## src/rtl/axis_packet_merger_pkg.sv

```systemverilog
`default_nettype none
// ============================================================================
// axis_packet_merger_pkg : shared FSM encoding and default widths
// Rev 1.0
// ============================================================================
package axis_packet_merger_pkg;

  localparam int c_DATA_WIDTH = 16;
  localparam int c_PCKT_WIDTH = 32;

  typedef enum logic [2:0] {
    ST_IDLE  = 3'd0,
    ST_RUN   = 3'd1,
    ST_DRAIN = 3'd2,
    ST_DONE  = 3'd3,
    ST_ERROR = 3'd4
  } state_t;

endpackage
`default_nettype wire

```

## src/rtl/axis_output_register.sv

```systemverilog
`default_nettype none
// ============================================================================
// axis_output_register : single-stage registered AXI-Stream slice with flush
// Rev 1.0
// ============================================================================
module axis_output_register
  import axis_packet_merger_pkg::*;
#(
  parameter int WIDTH = 8
) (
  input  logic             clk,
  input  logic             rst,
  input  logic             i_flush,
  input  logic             i_load,
  input  logic [WIDTH-1:0] i_payload,
  input  logic             i_last,
  input  logic             i_ready,
  output logic             o_load_ready,
  output logic             o_valid,
  output logic [WIDTH-1:0] o_payload,
  output logic             o_last
);

  logic             r_valid;
  logic             r_last;
  logic [WIDTH-1:0] r_payload;

  // Flush wins over a same-cycle load so an aborted beat never surfaces.
  always_ff @(posedge clk or posedge rst) begin
    if (rst) begin
      r_valid   <= 1'b0;
      r_last    <= 1'b0;
      r_payload <= '0;
    end else if (i_flush) begin
      r_valid   <= 1'b0;
      r_last    <= 1'b0;
      r_payload <= '0;
    end else if (i_load) begin
      r_valid   <= 1'b1;
      r_last    <= i_last;
      r_payload <= i_payload;
    end else if (i_ready) begin
      r_valid   <= 1'b0;
      r_last    <= 1'b0;
    end
  end

  assign o_load_ready = ~r_valid | i_ready;
  assign o_valid      = r_valid;
  assign o_last       = r_last;
  assign o_payload    = r_payload;

endmodule
`default_nettype wire

```

## src/rtl/axis_packet_merger.sv

```systemverilog
`default_nettype none
// ============================================================================
// axis_packet_merger : merges pckt_count input packets into one output packet
// Rev 1.0
// ============================================================================
module axis_packet_merger
  import axis_packet_merger_pkg::*;
#(
  parameter int DATA_WIDTH  = c_DATA_WIDTH,
  parameter int KEEP_ENABLE = (DATA_WIDTH > 8) ? 1 : 0,
  parameter int KEEP_WIDTH  = (DATA_WIDTH + 7) / 8,
  parameter int ID_ENABLE   = 0,
  parameter int ID_WIDTH    = 1,
  parameter int DEST_ENABLE = 0,
  parameter int DEST_WIDTH  = 1,
  parameter int USER_ENABLE = 0,
  parameter int USER_WIDTH  = 1,
  parameter int PCKT_WIDTH  = c_PCKT_WIDTH
) (
  input  logic                  clk,
  input  logic                  rst,
  input  logic                  operation_start,
  input  logic [PCKT_WIDTH-1:0] pckt_count,
  input  logic                  lock,
  input  logic                  external_error,
  output logic                  operation_busy,
  output logic                  operation_complete,
  output logic                  operation_error,
  output logic                  transmission,
  input  logic [DATA_WIDTH-1:0] s_axis_tdata,
  input  logic [KEEP_WIDTH-1:0] s_axis_tkeep,
  input  logic                  s_axis_tvalid,
  output logic                  s_axis_tready,
  input  logic                  s_axis_tlast,
  input  logic [ID_WIDTH-1:0]   s_axis_tid,
  input  logic [DEST_WIDTH-1:0] s_axis_tdest,
  input  logic [USER_WIDTH-1:0] s_axis_tuser,
  output logic [DATA_WIDTH-1:0] m_axis_tdata,
  output logic [KEEP_WIDTH-1:0] m_axis_tkeep,
  output logic                  m_axis_tvalid,
  input  logic                  m_axis_tready,
  output logic                  m_axis_tlast,
  output logic [ID_WIDTH-1:0]   m_axis_tid,
  output logic [DEST_WIDTH-1:0] m_axis_tdest,
  output logic [USER_WIDTH-1:0] m_axis_tuser
);

  localparam int c_PW = DATA_WIDTH + KEEP_WIDTH + ID_WIDTH + DEST_WIDTH + USER_WIDTH;

  state_t                r_state;
  logic [PCKT_WIDTH-1:0] r_pckt_target;
  logic [PCKT_WIDTH-1:0] r_pckt_cnt;

  logic                  w_reg_ready;
  logic                  w_load;
  logic                  w_final;
  logic                  w_active;
  logic                  w_flush;
  logic [c_PW-1:0]       w_in_payload;
  logic [c_PW-1:0]       w_out_payload;
  logic [DATA_WIDTH-1:0] w_out_data;
  logic [KEEP_WIDTH-1:0] w_out_keep;
  logic [ID_WIDTH-1:0]   w_out_id;
  logic [DEST_WIDTH-1:0] w_out_dest;
  logic [USER_WIDTH-1:0] w_out_user;

  assign w_active      = (r_state == ST_RUN) | (r_state == ST_DRAIN);
  assign s_axis_tready = (r_state == ST_RUN) & ~lock & w_reg_ready;
  assign w_load        = s_axis_tvalid & s_axis_tready;
  assign transmission  = w_load;
  // Compare against target-1 so the counter never has to reach past the target.
  assign w_final       = s_axis_tlast & (r_pckt_cnt == (r_pckt_target - PCKT_WIDTH'(1)));
  assign w_flush       = (r_state == ST_ERROR) | (w_active & external_error);

  assign operation_busy     = w_active;
  assign operation_complete = (r_state == ST_DONE);
  assign operation_error    = (r_state == ST_ERROR);

  assign w_in_payload = {s_axis_tdata, s_axis_tkeep, s_axis_tid, s_axis_tdest, s_axis_tuser};
  assign {w_out_data, w_out_keep, w_out_id, w_out_dest, w_out_user} = w_out_payload;

  assign m_axis_tdata = w_out_data;
  assign m_axis_tkeep = (KEEP_ENABLE != 0) ? w_out_keep : {KEEP_WIDTH{1'b1}};
  assign m_axis_tid   = (ID_ENABLE != 0)   ? w_out_id   : '0;
  assign m_axis_tdest = (DEST_ENABLE != 0) ? w_out_dest : '0;
  assign m_axis_tuser = (USER_ENABLE != 0) ? w_out_user : '0;

  axis_output_register #(
    .WIDTH (c_PW)
  ) u_out_reg (
    .clk          (clk),
    .rst          (rst),
    .i_flush      (w_flush),
    .i_load       (w_load),
    .i_payload    (w_in_payload),
    .i_last       (w_final),
    .i_ready      (m_axis_tready),
    .o_load_ready (w_reg_ready),
    .o_valid      (m_axis_tvalid),
    .o_payload    (w_out_payload),
    .o_last       (m_axis_tlast)
  );

  // External error outranks a coincident final beat.
  always_ff @(posedge clk or posedge rst) begin
    if (rst) begin
      r_state       <= ST_IDLE;
      r_pckt_target <= '0;
      r_pckt_cnt    <= '0;
    end else begin
      case (r_state)
        ST_IDLE, ST_ERROR: begin
          if (operation_start) begin
            r_pckt_target <= pckt_count;
            r_pckt_cnt    <= '0;
            r_state       <= (pckt_count != '0) ? ST_RUN : ST_ERROR;
          end
        end
        ST_RUN: begin
          if (external_error) begin
            r_state <= ST_ERROR;
          end else if (w_load & s_axis_tlast) begin
            r_pckt_cnt <= r_pckt_cnt + PCKT_WIDTH'(1);
            if (w_final) r_state <= ST_DRAIN;
          end
        end
        ST_DRAIN: begin
          if (external_error) r_state <= ST_ERROR;
          else if (m_axis_tvalid & m_axis_tready) r_state <= ST_DONE;
        end
        ST_DONE: r_state <= ST_IDLE;
        default: r_state <= ST_IDLE;
      endcase
    end
  end

endmodule
`default_nettype wire

```

## config.mk

```make
export PLATFORM = sky130hd
export DESIGN_NAME = axis_packet_merger
export DESIGN_NICKNAME = d
export VERILOG_FILES = /design/src/rtl/axis_packet_merger_pkg.sv /design/src/rtl/axis_output_register.sv /design/src/rtl/axis_packet_merger.sv
export SDC_FILE = /design/constraint.sdc
export NUM_CORES = 1
export LEC_CHECK = 0
export ABC_CLOCK_PERIOD_IN_PS = 5100
export CORE_MARGIN = 4
export CORE_UTILIZATION = 59
export CTS_BUF_LIST = sky130_fd_sc_hd__clkbuf_2
export CTS_CLUSTER_SIZE = 24
export DETAILED_ROUTE_END_ITERATION = 10
export PLACE_DENSITY = 0.88
export SKIP_LAST_GASP = 1
export SYNTH_ARGS = -nofsm -noshare
export SYNTH_HDL_FRONTEND = slang
export SYNTH_SLANG_ARGS = --single-unit
```

## constraint.sdc

```tcl
create_clock -name clk -period 5.1 [get_ports clk]
set_input_delay 1.02 -clock clk [delete_from_list [all_inputs] [get_ports clk]]
set_output_delay 1.02 -clock clk [all_outputs]
set_load 0.01 [all_outputs]
```

==> results.cfg <==
[status]
status = finished clean

[floorplan]
start_util = 0.610
die_y_um = 100
die_x_um = 100
rows = 33
die-area_mm2 = 0.0101
fp.coreArea_mm2 = 0.00826
io_pins = 89

[global_route]
grt_pass1_wl_um = 20800
grt_overflow_total = 0
grt_pass1_vias = 4333
grt_util_all_layers = 0.260
antenna_found_initial = 0
grt_max_degree = 66

[synth]
synthCells = 532
synth_seq_cells = 87
async_reset_ff_frac = 1.00
ys_warn_count = 0
synth_edf_count = 0
synth_seq_area_share = 0.432
synth_top_area_share = 0.432
synth_flop_cell = dfrtp_1
yosys.area.top_type = dfrtp_1
netlist_area_mm2 = 0.00504
synth.area.top_cells = dfrtp_1 (43%), mux2_2 (6.7%), xor2_1 (6.3%), xnor2_1 (5.2%), nand2_1 (4.8%)
yosysUniqueCellTypes = 58
synth_area_per_cell_um2 = 9.47

[setup_path]
cp_slowest_cell = clkdlybuf4s50_1
r2r-end = r_pckt_cnt[27]$_DFFE_PP0P_
crit_path_max_fanout = 20
r2r_cells = 8
ff2ff_setup_slack_ps = 1890
slowest_delay_ps = 560
crit_buf_inv = 3
critical-path-top-delay-family = buffers and inverters
path_cells = clkdlybuf4s50_1, nor2b_1, nor4_1, nand2_1, inv_1, clkdlybuf4s50_1
critPathKind = in -> out
worstPathRequired_ps = 4080
crit_top_cell = clkdlybuf4s50_1
crit_path_end_kind = primary output
cp.arrival_ps = 3120
critPathLaunchType = input pin
worstReg2RegStart = r_state[1]$_DFFE_PP0P_

[layout]
stdcell_count = 717
diodes = 0
drive_gt1_frac = 0.106
fin_nets = 670
fin_util = 0.737
syn_to_final_growth_pct = 20.8

[power]
p_per_area_mw_per_mm2 = 453
irDropWorstVdd_uv = 213
p_leak_nw = 2.43
p_total_w = 0.00276

[timing]
rsz0062_at_grt = no
relSlewSlack = 0.371
skew_ps = 36.5
period_needed_ps = 4140
hold_viol_final = 0
max_slew.worst_pin.slew_ps = 943
maxSlewViolCount = 0
fin_crit_sh = 0.812
tns_ps = 0
setup_viol = 0
clock.fmax_mhz = 242

[route]
viasPerCell = 5.97
drc_errors = 0
vias = 4278
antenna_left = 0
drt_iter0_drc = 213
drt-total-wl_um = 12900
first_pass_iters = 5
drt-wirelength-per-cell_um = 18.0

[cts]
htree_levels = 3
clock_sinks = 87
cts_setup_buffers = 0
numCtsBuffers = 9
insertion_delay_ps = 550
cts_tree = done
postCtsHoldBufs = 0
clock_path_buffers = 2
ctsResizeCount = 0
path_clk_slew_ps = 230
root_buffer = clkbuf_2

[placed_design]
dp.cells = 701
gp_congestion = 0.947
io_buffers = 82
dp_hpwl_um = 9670

[flow_run]
drv_cap = 0

[worst_hold_path]
worstHoldStart = u_out_reg.o_payload[6]$_DFFE_PP0P_
min_to = u_out_reg.o_payload[6]$_DFFE_PP0P_
min_delay_path_depth = 2
min_path_type = reg -> reg
[final cells by class]
type	instances	area [um^2]
Sequential cell	87	2180
Clock inverter	5	106
Multi-Input combinational cell	416	2740
Tap cell	105	131
Inverter	8	31.3
Timing Repair Buffer	85	843
Clock buffer	11	55.1
Fill cell	605	2170
[cell usage in the layout (no fill, tap or decap), drive strengths merged, types with 4 or more instances in the layout]
| master | instances |
|---|---|
| xor2 | 36 |
| mux2 | 30 |
| clkbuf | 11 |
| a21oi | 32 |
| nand3 | 22 |
| nor4 | 23 |
| nand2 | 65 |
| inv | 7 |
| nand2b | 4 |
| xnor2 | 30 |
| dfrtp | 87 |
| o21ai | 12 |
| nor3 | 11 |
| and4 | 4 |
| mux2i | 6 |
| or3 | 8 |
| nor2 | 60 |
| and3 | 10 |
| clkdlybuf4s50 | 82 |
| nor3b | 4 |
| nand4 | 13 |
| o31ai | 4 |
[tightest hold or removal path, stage by stage, from the launching register on]
cell,delay [ps]
dfrtp_1,430
nand2_1,60
a21oi_1,60
[metrics by stage]
| stage | cell area [um^2] | setup slack, ps | hold slack [ps] |
|---|---|---|---|
| floorplan | 5040 | 1830 | 501 |
| detailed placement | 5920 | 977 | 518 |
| CTS | 6090 | 979 | 546 |
| global placement | 5920 | 1030 | 508 |
| global route | 6090 | 797 | 565 |
| finish | 6090 | 961 | 546 |
[cells by family (layout without fill, tap and decap cells)]
| logic type | after synthesis | count (layout) | share of synthesized area |
|---|---|---|---|
| simple gates | 240 | 240 | 0.258 |
| flops | 87 | 87 | 0.432 |
| compound gates | 69 | 69 | 0.0847 |
| xor+xnor | 66 | 66 | 0.115 |
| mux | 36 | 36 | 0.0790 |
| buf+inv | 31 | 109 | 0.0261 |
| fa+ha+maj | 2 | 2 | 0.00497 |
| other cells | 1 | 3 | 0.000744 |
[Yosys cell counts (4+ instances only)]
cell and n:
dfrtp_1 87, nand2_1 65, nor2_1 60, xor2_1 36
a21oi_1 32, mux2_2 30, xnor2_1 30, nand3_1 22
nor4_1 16, clkbuf_1 15, nand4_1 12, o21ai_0 11
and3_1 10, nor3_1 10, inv_1 8, or3_1 8
mux2i_1 6, and4_1 4, nor4_4 4, o31ai_1 4
[state kept, by name, indices dropped and copies added, names as in the netlist]
name	cells
r_state	3
u_out_reg.o_payload	18
r_pckt_cnt	32
u_out_reg.o_last	1
u_out_reg.o_valid	1
r_pckt_target	32
[power by group]
part	total, W	switching, W	internal (W)
Sequential	0.00119	0.000301	0.000887
Clock	0.000453	0.000237	0.000216
Combinational	0.00112	0.000566	0.000549
Total	0.00276	0.00110	0.00165
[layer usage]
layer	routed length (um)	global-route usage	share of wire	up-vias
met1	5530	0.350	0.43	2085
met2	6500	0.428	0.50	139
met3	623	0.0354	0.048	28
met4	287	0.103	0.022	0
met5	0	0	0	-
li1	-	-	-	2026
[worst max-delay path by stage]
stage | from | to | slack (ps) | cells after the start
2_1_floorplan | rst | r_pckt_cnt[0]$_DFFE_PP0P_ | 1830 | 1
3_3_place_gp | m_axis_tready | transmission | 1030 | 6
3_5_place_dp | m_axis_tready | transmission | 980 | 6
4_1_cts | m_axis_tready | transmission | 980 | 6
5_1_grt | m_axis_tready | transmission | 800 | 6
6_report | m_axis_tready | transmission | 960 | 6
No activity file was read; power rests on OpenSTA's default activity.
